**src/rtl/mode_controller.sv**
```systemverilog
// mode_controller
//   Top-level mode selection controller. From MENU a note key picks a mode:
//   plain modes run directly, song modes pass through SELECT (difficulty and
//   song choice), and the setup mode walks through a key-remap sequence that
//   writes one table entry per accepted submit. A free-running tick divider
//   produces the system_clock count.
//
// Ports
//   clk, rst            : clock, synchronous active-high reset
//   submit, cancel,
//   oct_up, oct_down    : level buttons, edge-detected internally
//   clear               : level; aborts the remap sequence
//   snd_busy            : acknowledge tone still playing; blocks remap submits
//   note_key, length_key: one-hot keys (anything else is invalid)
//   state               : 0 MENU, 1 SELECT, 2 RUN, 3 SETUP
//   mode_en, sel        : one-hot running mode, active mode index
//   song, difficulty,
//   play_mod            : song (0 = none), difficulty level, length key index
//   system_clock        : tick count
//   remap_*             : remap table write port, progress count, done/clear pulses
//   snd_start           : one-cycle request for the acknowledge tone
module mode_controller #(
  parameter int                   NUM_MODES    = 5,
  parameter int                   KEY_BITS     = 7,
  parameter int                   NUM_SONGS    = 2,
  parameter logic [NUM_MODES-1:0] SONG_MASK    = 5'b01110,
  parameter int                   SETUP_IDX    = 4,
  parameter int                   DIFF_MAX     = 6,
  parameter int                   DIFF_DEFAULT = 4,
  parameter int                   TICK_DIV     = 100000,
  parameter int                   CLOCK_BITS   = 16
) (
  input  logic                               clk,
  input  logic                               rst,
  input  logic                               submit,
  input  logic                               cancel,
  input  logic                               oct_up,
  input  logic                               oct_down,
  input  logic                               clear,
  input  logic                               snd_busy,
  input  logic [KEY_BITS-1:0]                note_key,
  input  logic [KEY_BITS-1:0]                length_key,
  output logic [1:0]                         state,
  output logic [NUM_MODES-1:0]               mode_en,
  output logic [$clog2(NUM_MODES)-1:0]       sel,
  output logic [$clog2(NUM_SONGS+1)-1:0]     song,
  output logic [$clog2(DIFF_MAX+1)-1:0]      difficulty,
  output logic [$clog2(KEY_BITS)-1:0]        play_mod,
  output logic [CLOCK_BITS-1:0]              system_clock,
  output logic                               remap_we,
  output logic [KEY_BITS-1:0]                remap_addr,
  output logic [KEY_BITS-1:0]                remap_data,
  output logic [$clog2(KEY_BITS+1)-1:0]      remap_cnt,
  output logic                               remap_done,
  output logic                               remap_clear,
  output logic                               snd_start
);

  localparam int SEL_W  = $clog2(NUM_MODES);
  localparam int SONG_W = $clog2(NUM_SONGS + 1);
  localparam int DIFF_W = $clog2(DIFF_MAX + 1);
  localparam int PM_W   = $clog2(KEY_BITS);
  localparam int CNT_W  = $clog2(KEY_BITS + 1);
  localparam int DIV_W  = (TICK_DIV > 1) ? $clog2(TICK_DIV) : 1;

  localparam logic [NUM_MODES-1:0] MODE_ONE = 1;
  localparam logic [KEY_BITS-1:0]  KEY_ONE  = 1;

  typedef enum logic [1:0] {
    MENU   = 2'd0,
    SELECT = 2'd1,
    RUN    = 2'd2,
    SETUP  = 2'd3
  } state_t;

  state_t               state_reg, state_next;
  logic [NUM_MODES-1:0] mode_en_reg, mode_en_next;
  logic [SEL_W-1:0]     sel_reg, sel_next;
  logic [SONG_W-1:0]    song_reg, song_next;
  logic [DIFF_W-1:0]    diff_reg, diff_next;
  logic [PM_W-1:0]      pm_reg, pm_next;
  logic                 we_reg, we_next;
  logic [KEY_BITS-1:0]  addr_reg, addr_next;
  logic [KEY_BITS-1:0]  data_reg, data_next;
  logic [CNT_W-1:0]     cnt_reg, cnt_next;
  logic                 done_reg, done_next;
  logic                 clr_reg, clr_next;
  logic                 start_reg, start_next;

  // Edge detection. armed_reg stays low for the first cycle out of reset so a
  // button held through reset release only loads the history, never fires.
  logic [3:0] btn_now, btn_prev_reg, btn_evt;
  logic       armed_reg;
  logic       submit_evt, cancel_evt, up_evt, down_evt;

  assign btn_now    = {oct_down, oct_up, cancel, submit};
  assign btn_evt    = btn_now & ~btn_prev_reg & {4{armed_reg}};
  assign submit_evt = btn_evt[0];
  assign cancel_evt = btn_evt[1];
  assign up_evt     = btn_evt[2];
  assign down_evt   = btn_evt[3];

  // Key decode: index is only meaningful when the matching _ok flag is set.
  logic note_ok, len_ok;
  int   note_i, len_i;

  always_comb begin
    note_ok = $onehot(note_key);
    len_ok  = $onehot(length_key);
    note_i  = 0;
    len_i   = 0;
    for (int k = 0; k < KEY_BITS; k++) begin
      if (note_key[k])   note_i = k;
      if (length_key[k]) len_i  = k;
    end
  end

  always_comb begin
    state_next   = state_reg;
    mode_en_next = mode_en_reg;
    sel_next     = sel_reg;
    song_next    = song_reg;
    diff_next    = diff_reg;
    pm_next      = pm_reg;
    addr_next    = addr_reg;
    data_next    = data_reg;
    cnt_next     = cnt_reg;
    we_next      = 1'b0;
    done_next    = 1'b0;
    clr_next     = 1'b0;
    start_next   = 1'b0;

    if (cancel_evt && state_reg != MENU) begin
      // cancel outranks everything else seen in the same cycle
      state_next   = MENU;
      mode_en_next = '0;
      song_next    = '0;
      sel_next     = '0;
    end else begin
      case (state_reg)
        MENU: begin
          if (submit_evt && note_ok && note_i < NUM_MODES) begin
            sel_next = SEL_W'(note_i);
            if (note_i == SETUP_IDX) begin
              state_next = SETUP;
              cnt_next   = '0;
            end else if (|(SONG_MASK & (MODE_ONE << note_i))) begin
              state_next = SELECT;
              song_next  = '0;
              diff_next  = DIFF_W'(DIFF_DEFAULT);
            end else begin
              state_next   = RUN;
              mode_en_next = MODE_ONE << note_i;
            end
          end
        end
        SELECT: begin
          // simultaneous up and down cancel each other out
          if (up_evt && !down_evt && diff_reg < DIFF_W'(DIFF_MAX))
            diff_next = diff_reg + 1'b1;
          else if (down_evt && !up_evt && diff_reg != '0)
            diff_next = diff_reg - 1'b1;
          if (submit_evt && note_ok && note_i < NUM_SONGS) begin
            song_next    = SONG_W'(note_i + 1);
            pm_next      = len_ok ? PM_W'(len_i) : '0;
            state_next   = RUN;
            mode_en_next = MODE_ONE << sel_reg;
          end
        end
        RUN: begin
          // outputs hold; only cancel (handled above) leaves RUN
        end
        SETUP: begin
          if (clear) begin
            clr_next   = 1'b1;
            cnt_next   = '0;
            state_next = MENU;
          end else if (cnt_reg >= CNT_W'(KEY_BITS)) begin
            done_next  = 1'b1;
            state_next = MENU;
          end else if (submit_evt && !snd_busy) begin
            // a submit while the tone is busy is dropped, not queued
            we_next    = 1'b1;
            addr_next  = note_key;
            data_next  = KEY_ONE << cnt_reg;
            cnt_next   = cnt_reg + 1'b1;
            start_next = 1'b1;
          end
        end
        default: state_next = MENU;
      endcase
    end
  end

  always_ff @(posedge clk) begin
    if (rst) begin
      state_reg    <= MENU;
      mode_en_reg  <= '0;
      sel_reg      <= '0;
      song_reg     <= '0;
      diff_reg     <= DIFF_W'(DIFF_DEFAULT);
      pm_reg       <= '0;
      we_reg       <= 1'b0;
      addr_reg     <= '0;
      data_reg     <= '0;
      cnt_reg      <= '0;
      done_reg     <= 1'b0;
      clr_reg      <= 1'b0;
      start_reg    <= 1'b0;
      btn_prev_reg <= '0;
      armed_reg    <= 1'b0;
    end else begin
      state_reg    <= state_next;
      mode_en_reg  <= mode_en_next;
      sel_reg      <= sel_next;
      song_reg     <= song_next;
      diff_reg     <= diff_next;
      pm_reg       <= pm_next;
      we_reg       <= we_next;
      addr_reg     <= addr_next;
      data_reg     <= data_next;
      cnt_reg      <= cnt_next;
      done_reg     <= done_next;
      clr_reg      <= clr_next;
      start_reg    <= start_next;
      btn_prev_reg <= btn_now;
      armed_reg    <= 1'b1;
    end
  end

  // Tick divider: system_clock advances once every TICK_DIV cycles.
  logic [DIV_W-1:0]      div_reg;
  logic [CLOCK_BITS-1:0] tick_reg;

  always_ff @(posedge clk) begin
    if (rst) begin
      div_reg  <= '0;
      tick_reg <= '0;
    end else if (div_reg == DIV_W'(TICK_DIV - 1)) begin
      div_reg  <= '0;
      tick_reg <= tick_reg + 1'b1;
    end else begin
      div_reg  <= div_reg + 1'b1;
    end
  end

  assign state        = state_reg;
  assign mode_en      = mode_en_reg;
  assign sel          = sel_reg;
  assign song         = song_reg;
  assign difficulty   = diff_reg;
  assign play_mod     = pm_reg;
  assign system_clock = tick_reg;
  assign remap_we     = we_reg;
  assign remap_addr   = addr_reg;
  assign remap_data   = data_reg;
  assign remap_cnt    = cnt_reg;
  assign remap_done   = done_reg;
  assign remap_clear  = clr_reg;
  assign snd_start    = start_reg;

endmodule

```
**config.mk**
```make
export PLATFORM = sky130hd
export DESIGN_NAME = mode_controller
export DESIGN_NICKNAME = d
export VERILOG_FILES = /design/src/rtl/mode_controller.sv
export SDC_FILE = /design/constraint.sdc
export NUM_CORES = 1
export LEC_CHECK = 0
export CAP_MARGIN = 20
export CORE_AREA = 2 2 68 119
export CTS_CLUSTER_DIAMETER = 120
export CTS_CLUSTER_SIZE = 20
export DETAILED_ROUTE_END_ITERATION = 7
export DIE_AREA = 0 0 70 121
export PLACE_DENSITY = 0.91
export RECOVER_POWER = 50
export REMOVE_ABC_BUFFERS = 1
export SYNTH_ARGS = -nofsm -noshare
export SYNTH_HDL_FRONTEND = slang
export SYNTH_SLANG_ARGS = --single-unit
```
**constraint.sdc**
```tcl
create_clock -name clk -period 4.4 [get_ports clk]
set_input_delay 0.88 -clock clk [delete_from_list [all_inputs] [get_ports clk]]
set_output_delay 0.88 -clock clk [all_outputs]
set_load 0.01 [all_outputs]
```
==> flow_summary.toml, run 1 <==
[global_routing]
antenna_found_initial = 0
grt.total_usage_pct = 22.6
grt_max_degree = 51
first_global_vias = 3517
grt_overflow_total = 0
grt_pass1_wl_um = 15500

[routing]
via_per_inst = 5.73
post_drt_wl_per_cell_um = 15.2
first_pass_iters = 6
drt_iter0_drc = 260
post-route-drc-count = 0
postRouteAntennaNets = 0
route.vias.total = 3562
routed_wl_um = 9480

[critical_path]
crit_chain = "clkdlybuf4s50_1 -> inv_1 -> fa_1 -> fa_1 -> fa_1 -> inv_1 -> fa_1 -> nor3_1 -> buf_4 -> nand3b_1 -> a221oi_4 -> nor2_1 -> a211oi_1"
max_stage_delay_ns = 0.53
crit_path_frequent_cell = "fa_1"
cpMaxStageDelayCell = "fa_1"
timing_worst_setup_path_type = "in -> reg"
required_ns = 4.64
cp_data_arrival_time_ns = 4.55
worst-path-buf-inv = 4
crit_fanout = 10
end_kind = "flip-flop"
critPathTopFamily = "adder cells"
crit_path_start_kind = "primary input"

[synth]
synth_edf_count = 0
async_reset_ff_share_pct = 0
synth_cells = 449
synth.avg_cell_area_sq_um = 8.55
synth_warnings = 0
ys_seq_area_share_pct = 39.6
synth.distinct_cells = 55
ys_seq_elements = 76
synth-main-ff-cell = "dfxtp_1"
netlist_area_sq_um = 3840

[power_and_ir_drop]
ir_worst_vdd_mv = 0.375
p_per_area_nw_per_um2 = 313
p_total_mw = 1.57
p_leak_nw = 2.06

[floorplan]
die_w_um = 70
core_area_sq_um = 7460
dieArea_sq_um = 8470
pin_count = 77
core.rowCount = 42
die_height_um = 121
start_util_pct = 51.5

[flow_run]
maxCapViolations = 0

[clocking]
path_clk_slew_ns = 0.06
clk_latency_ns = 0.33
cts_tree = "built"
htree_levels = 3
holdBufCountCts = 0
ctsResizeCount = 0
cts.sinks = 76
cts_root_buf = "clkbuf_16"
cts_buffer_depth = 2
cts_setup_buffers = 0
cts_buffers = 9

[timing]
finalCritPeriodShare_pct = 98.0
rsz0062_at_grt = "yes"
worst_hold_slack_ns = 0.446
setup_viol = 0
skew_ns = 0.00787
fmax_mhz = 232
slew_viol_final = 0
slew_headroom_pct = 41.3
finalHoldViolCount = 0
worstMarginPinSlew_ns = 0.880
finalCriticalPeriod_ns = 4.31
fin_ws_ns = 0.0886

[cells_and_area]
largest_reg_flops = 17
final_cell_mix = "nor2_1, dfxtp_1, dlygate4sd3_1"
drive_above_1_share_pct = 7.30
area.growth.synth_to_final_pct = 30.3
n_antenna_cell = 0
final_common_cell = "nor2_1"
final_area_sq_um = 5010
nets = 573
fin_util_pct = 67.1

[outcome]
outcome = "finished clean"

[place]
place_worst_setup_slack_ns = -0.237
place_area_sq_um = 4700
gp_congestion = 0.903
port_buffers = 76
dp.final_hpwl_um = 6910

[worst_hold_path]
hold_path_class = "reg -> reg"
## synth_stat cells, types with 7 or more instances
cell / number / area (sq um)
xnor2_1: 18 / 158
nor3_1: 15 / 75.1
and3_1: 10 / 62.6
o21ai_0: 7 / 35.0
nor2b_1: 8 / 50.1
xor2_1: 8 / 70.1
nand3_1: 18 / 90.1
a21oi_1: 31 / 155
inv_1: 30 / 113
dfxtp_1: 76 / 1520
a211oi_1: 7 / 52.6
fa_1: 9 / 180
clkbuf_1: 9 / 33.8
nor2_1: 81 / 304
nand2_1: 20 / 75.1
nand4_1: 11 / 68.8
ha_1: 13 / 163
## cell families (layout without fill, tap and decap cells)
kind of cell             after synthesis  after routing  share of synthesized area [%]
multiplexers                           9              9                           2.44
adder cells (fa/ha/maj)               22             22                           8.93
flip-flops                            76             76                           39.6
buffers and inverters                 48            133                           4.98
AO/OA/AOI/OAI                         67             67                           11.2
XOR/XNOR                              26             26                           5.93
AND/OR/NAND/NOR                      201            201                           26.9
## per-layer routing
metal / track usage, % / wire length (um) / vias to the layer above
met5: 0 / 0 / -
met4: 12.9 / 318 / 0
met3: 3.57 / 384 / 34
met2: 42.7 / 5180 / 123
met1: 22.9 / 3600 / 1697
li1: - / - / 1708
## path summary, 6_finish.rpt
check | from | end | slack (ns) | cells after the start
setup / recovery | note_key[1] | mode_en[3]$_SDFFE_PP0P_ | 0.09 | 13
setup reg to reg | div_reg[8]$_SDFF_PP0_ | system_clock[15]$_SDFFE_PP0P_ | 2.13 | 5
hold / removal | div_reg[0]$_SDFF_PP0_ | div_reg[0]$_SDFF_PP0_ | 0.45 | 1
hold reg to reg | div_reg[0]$_SDFF_PP0_ | div_reg[0]$_SDFF_PP0_ | 0.45 | 1
## metrics by stage
step                instances  TNS, ns
floorplan                 431        0
global placement          605   -0.131
detailed placement        605    -1.74
CTS                       621        0
global route              622  -0.0157
finish                    622        0
## layout make-up
| cell class | count | area, sq um |
|---|---|---|
| clock buffers | 12 | 246 |
| multi-input cells | 325 | 2130 |
| inverters | 30 | 113 |
| flip-flops and latches | 76 | 1520 |
| clock inverters | 4 | 48.8 |
| well taps | 88 | 110 |
| repair buffers | 87 | 838 |
| fillers | 602 | 2460 |
## power by group
part / total, mW / switching (mW) / internal (mW) / leakage [nW]
clock network: 0.731 / 0.277 / 0.454 / 0.147
logic: 0.137 / 0.0766 / 0.0600 / 1.30
registers: 0.699 / 0.00487 / 0.695 / 0.614
(Power assumes the default switching activity.)
==> run 2: changes to the inputs <==
- ABC_CLOCK_PERIOD_IN_PS: unset -> 4400
- CORE_AREA: 2 2 68 119 -> 2 2 70 121
- DIE_AREA: 0 0 70 121 -> 0 0 72 123
- HOLD_SLACK_MARGIN: unset -> 0.05
- PLACE_DENSITY: 0.91 -> 0.88
==> run 2 against run 1 <==
Compared with the run above:
- largest power group is now registers
- core utilization decreased by 3.2 points
- the run now ends with max-capacitance violations, max-slew violations left
- routed wire length increased by 2.8%
- sequential cell count unchanged
- clock skew increased by 0.00082 ns
- die area increased by 4.6%
- register-to-register slack got worse by 0.18 ns
- critical path depth increased by 1
- via count increased by 1.0%
- global-route usage decreased by 0.99 points
- clock-buffer cell count increased by 1
- non-clock buffer count increased by 2
==> flow_summary.toml, run 2 (synthesis results as in run 1) <==
[power_and_ir_drop]
intPower_mw = 1.17
p_leak_nw = 2.08
p_switching_mw = 0.357
clkPwrFrac_pct = 44.3
switching_share_pct = 23.4
p_per_area_nw_per_um2 = 301
ir_worst_vdd_mv = 0.240
combPwrFrac_pct = 9.7
p_seq_share_pct = 46.0

[critical_path]
crit_fanout = 4
crit_path_start_kind = "primary input"
timing_worst_setup_path_type = "in -> reg"
end_kind = "flip-flop"
cp_data_arrival_time_ns = 4.19
required_ns = 4.53

[timing]
finalCriticalPeriod_ns = 4.06
worstMarginPinSlew_ns = 2.16
setup_viol = 0
slew_headroom_pct = -43.8
rsz0062_at_grt = "no"
finalHoldViolCount = 0
slew_viol_final = 50
fmax_mhz = 247
skew_ns = 0.00869
finalCritPeriodShare_pct = 92.2

[clocking]
clk_latency_ns = 0.34
path_clk_slew_ns = 0.06
cts.sinks = 76
holdBufCountCts = 0
cts_tree = "built"
cts_root_buf = "clkbuf_16"
htree_levels = 3
cts_buffers = 9
cts_buffer_depth = 2

[routing]
postRouteAntennaNets = 0
routed_wl_um = 9750
first_pass_iters = 5
drt_iter0_drc = 223
post_drt_wl_per_cell_um = 15.6
route.vias.total = 3599
post-route-drc-count = 0
via_per_inst = 5.75

[global_routing]
antenna_found_initial = 0
grt_pass1_wl_um = 15100
grt_overflow_total = 0
grt.total_usage_pct = 21.6
first_global_vias = 3539
grt_max_degree = 50

[floorplan]
die_height_um = 123
core.rowCount = 43
core_area_sq_um = 7910
start_util_pct = 48.6
pin_count = 77
dieArea_sq_um = 8860
die_w_um = 72

[cells_and_area]
nets = 576
final_common_cell = "nor2_1"
fin_util_pct = 63.9
area.growth.synth_to_final_pct = 31.5
largest_reg_flops = 17
final_area_sq_um = 5050
final_cell_mix = "nor2_1, dfxtp_1, dlygate4sd3_1"
instances_no_fill = 626
n_antenna_cell = 0
final.fill_count = 638
drive_above_1_share_pct = 8.58

[place]
dp.cells = 608
dp.final_hpwl_um = 6870
place_area_sq_um = 4710
gp_congestion = 0.924
port_buffers = 76

[outcome]
violations = "max-capacitance violations, max-slew violations"
outcome = "finished, violations left"

[flow_run]
maxCapViolations = 1

[worst_hold_path]
hold_path_class = "reg -> reg"
==> run 2: cell types whose count changed in the layout (fill, tap and decap cells not counted), moves of 3 or more <==
cell             previous run  this run
dlygate4sd3_1              40        44
clkdlybuf4s50_1            35        28
inv_1                      30        27
inv_2                       0         3
clkbuf_1                    2         5
dlymetal6s2s_1              0         3
==> run 2: layer usage <==
| metal | track usage, % | vias to the layer above | wire (um) | share of wire [%] |
|---|---|---|---|---|
| met5 | 0 | - | 0 | 0 |
| met4 | 10.3 | 0 | 343 | 3.5 |
| met3 | 5.13 | 29 | 566 | 5.8 |
| met1 | 22.0 | 1717 | 3540 | 36 |
| met2 | 40.4 | 134 | 5300 | 54 |
| li1 | - | 1719 | - | - |
==> run 2: layout make-up <==
type	count	area, sq um	area share, %
Multi-Input combinational cell	326	2180	43.2
Sequential cell	76	1520	30.1
Timing Repair Buffer	89	852	16.9
Clock buffer	13	260	5.15
Inverter	30	113	2.23
Tap cell	90	113	2.23
Clock inverter	2	10.0	0.198
==> run 2: through the flow <==
step	setup WS, ns	hold slack (ns)	total power, mW	TNS, ns
detailed placement	-0.227	0.451	0.850	-2.04
global route	0.172	0.477	1.57	0
finish	0.344	0.458	1.52	0
CTS	0.128	0.459	1.52	0
global placement	-0.0351	0.427	0.841	-0.174
floorplan	0.470	0.418	0.783	0
==> run 2: final timing paths <==
check                                   to                   from  depth (start not counted)  slack [ns]
hold / removal        song[1]$_SDFFE_PP0P_   song[1]$_SDFFE_PP0P_                          2        0.46
setup reg to reg     div_reg[3]$_SDFF_PP0_  div_reg[8]$_SDFF_PP0_                          4        1.95
hold reg to reg       song[1]$_SDFFE_PP0P_   song[1]$_SDFFE_PP0P_                          2        0.46
setup / recovery  play_mod[1]$_SDFFE_PP0P_            note_key[3]                         14        0.34
==> run 2: power by group through the flow <==
stage	Clock (mW)	Combinational [mW]	Sequential, mW
CTS	0.684	0.136	0.700
detailed placement	0	0.135	0.714
global route	0.707	0.163	0.700
floorplan	0	0.0689	0.714
finish	0.674	0.148	0.700
global placement	0	0.127	0.714
==> run 2: what timing repair did <==
item	4_1_cts	5_1_grt
setup buffers	0	2
gates resized for setup	0	13
endpoints found under the setup margin	0	7
==> run 2: critical path, cell delays in order <==
cell            delay [ns]
dlymetal6s2s_1        0.13
inv_1                 0.09
fa_1                  0.56
fa_1                  0.47
fa_2                  0.37
inv_2                 0.06
fa_1                  0.43
nor3_2                0.17
buf_4                 0.16
nand2_1               0.09
nor4_2                0.30
buf_4                 0.19
mux2i_1               0.21
nor2_1                0.06
==> run 3: changes to the inputs <==
- REMOVE_ABC_BUFFERS: 1 -> unset
- SLEW_MARGIN: unset -> 20
==> run 3 against run 2 <==
Compared with the run above:
- the flow still finishes with violations (max-capacitance violations, max-slew violations)
- fmax is 6.4% lower
- worst hold slack got worse by 0.0092 ns
- combinational power fell by 5%
- first-iteration DRC count is 39% higher
- global-route usage grew 0.89 points
- non-clock buffer count is 1 lower
==> flow_summary.toml, run 3 (synthesis results as in run 1) <==
[critical_path]
crit_path_frequent_cell = "fa_1"
max_stage_delay_ns = 0.54
critPathTopFamily = "adder cells"
worstReg2RegStart = "div_reg[8]$_SDFF_PP0_"
r2r_cells = 5
crit_fanout = 7
worst-path-buf-inv = 5
crit_path_start_kind = "primary input"
cp_data_arrival_time_ns = 4.58
crit_chain = "clkdlybuf4s50_1 -> inv_1 -> fa_1 -> fa_1 -> fa_1 -> inv_1 -> fa_1 -> nor3_2 -> buf_4 -> nand3b_1 -> a221oi_4 -> buf_4 -> nor2_1 -> a211oi_1"
required_ns = 4.65
end_kind = "flip-flop"
r2r_end = "system_clock[15]$_SDFFE_PP0P_"
timing_worst_setup_path_type = "in -> reg"
rrSetupSlack_ns = 2.03
cpMaxStageDelayCell = "fa_1"

[clocking]
cts_root_buf = "clkbuf_16"
cts_tree = "built"
cts_buffers = 9
clk_latency_ns = 0.33
cts.sinks = 76
htree_levels = 3
cts_buffer_depth = 2
path_clk_slew_ns = 0.06

[timing]
slew_viol_final = 51
slew_headroom_pct = -42.7
finalCritPeriodShare_pct = 98.5
fmax_mhz = 231
finalHoldViolCount = 0
skew_ns = 0.00724
fin_ws_ns = 0.0653
finalCriticalPeriod_ns = 4.33
fin_tns_setup_ns = 0
setup_viol = 0
worstMarginPinSlew_ns = 2.14

[place]
place_worst_setup_slack_ns = -0.217
port_buffers = 76
gp_congestion = 0.912
dp.final_hpwl_um = 6930

[worst_hold_path]
hold_path_class = "reg -> reg"
whs_path_depth = 2
hp-start = "song[0]$_SDFFE_PP0P_"
holdPathEnd = "song[0]$_SDFFE_PP0P_"

[routing]
routed_wl_um = 9810
via_per_inst = 5.69
postRouteAntennaNets = 0
post-route-drc-count = 0
post_drt_wl_per_cell_um = 15.7
drt_iter0_drc = 311
first_pass_iters = 5
route.vias.total = 3548

[floorplan]
core.rowCount = 43
pin_count = 77
die_height_um = 123
dieArea_sq_um = 8860
core_area_sq_um = 7910
die_w_um = 72
start_util_pct = 48.6

[cells_and_area]
final_common_cell = "nor2_1"
nets = 574
drive_above_1_share_pct = 7.68
n_antenna_cell = 0
area.growth.synth_to_final_pct = 31.5
largest_reg_flops = 17
final_cell_mix = "nor2_1, dfxtp_1, dlygate4sd3_1"
final.fill_count = 632
fin_util_pct = 63.9

[power_and_ir_drop]
ir_worst_vdd_mv = 0.315
p_leak_nw = 2.08
p_per_area_nw_per_um2 = 325
p_total_mw = 1.64

[outcome]
outcome = "finished, violations left"
violations = "max-capacitance violations, max-slew violations"

[global_routing]
grt.total_usage_pct = 22.5
grt_pass1_wl_um = 15900
first_global_vias = 3546
grt_overflow_total = 0
grt_max_degree = 51
antenna_found_initial = 0

[flow_run]
maxCapViolations = 1

[synth]
synthesis.nets = 493
run 3: changes by cell type in the layout (fill, tap and decap cells not counted), moves of 2 or more:
cell | before | now
bufinv_16 | 0 | 2
clkbuf_1 | 5 | 1
clkdlybuf4s50_1 | 28 | 32
dlymetal6s2s_1 | 3 | 0
inv_1 | 27 | 30
inv_2 | 3 | 0
run 3: final cells by class:
cell class                      instances  area (sq um)  share of cell area (%)
Multi-Input combinational cell        325          2130                    42.2
Sequential cell                        76          1520                    30.1
Timing Repair Buffer                   88           845                    16.7
Clock buffer                           11           253                    5.00
Inverter                               30           113                    2.23
Tap cell                               90           113                    2.23
Clock inverter                          4          72.6                    1.44
run 3: power breakdown:
group	internal [mW]	switching, mW
combinational	0.0606	0.0800
clock	0.523	0.276
sequential	0.695	0.00507
total	1.28	0.362
run 3: worst register-to-register path, stage by stage (launching register included):
cell and delay (ns):
dfxtp_1 0.35, nor3_1 0.26, nand4_1 0.53, nor4_4 0.62
nand4_1 0.20, mux2_2 0.30
run 3: routing by layer:
| metal | wire length (um) | GRT usage [%] | up-vias |
|---|---|---|---|
| met2 | 5430 | 42.4 | 128 |
| met1 | 3630 | 22.9 | 1699 |
| met3 | 457 | 4.89 | 31 |
| li1 | - | - | 1690 |
| met5 | 0 | 0 | - |
| met4 | 291 | 10.6 | 0 |
run 3: timing repair:
item                       in CTS  in global routing
hold buffers                    0                  0
setup buffers                   0                  2
gates resized for setup         0                  1
setup endpoints to repair       0                  2
run 3: worst max path at each step:
stage                     start                      end  slack (ns)  cells after the start
CTS                 note_key[0]  mode_en[4]$_SDFFE_PP0P_        0.12                     13
global placement    note_key[0]     song[0]$_SDFFE_PP0P_       -0.05                     13
detailed placement  note_key[0]  mode_en[4]$_SDFFE_PP0P_       -0.22                     13
global route        note_key[0]  mode_en[2]$_SDFFE_PP0P_       -0.08                     14
finish              note_key[1]  mode_en[2]$_SDFFE_PP0P_        0.07                     14
floorplan           note_key[0]     song[0]$_SDFFE_PP0P_        0.48                     11
run 3: stage by stage:
step	instance area [sq um]	hold WS [ns]	cells
CTS	5020	0.455	621
floorplan	3840	0.418	449
detailed placement	4700	0.447	606
global placement	4700	0.429	606
finish	5050	0.449	624
global route	5050	0.479	624
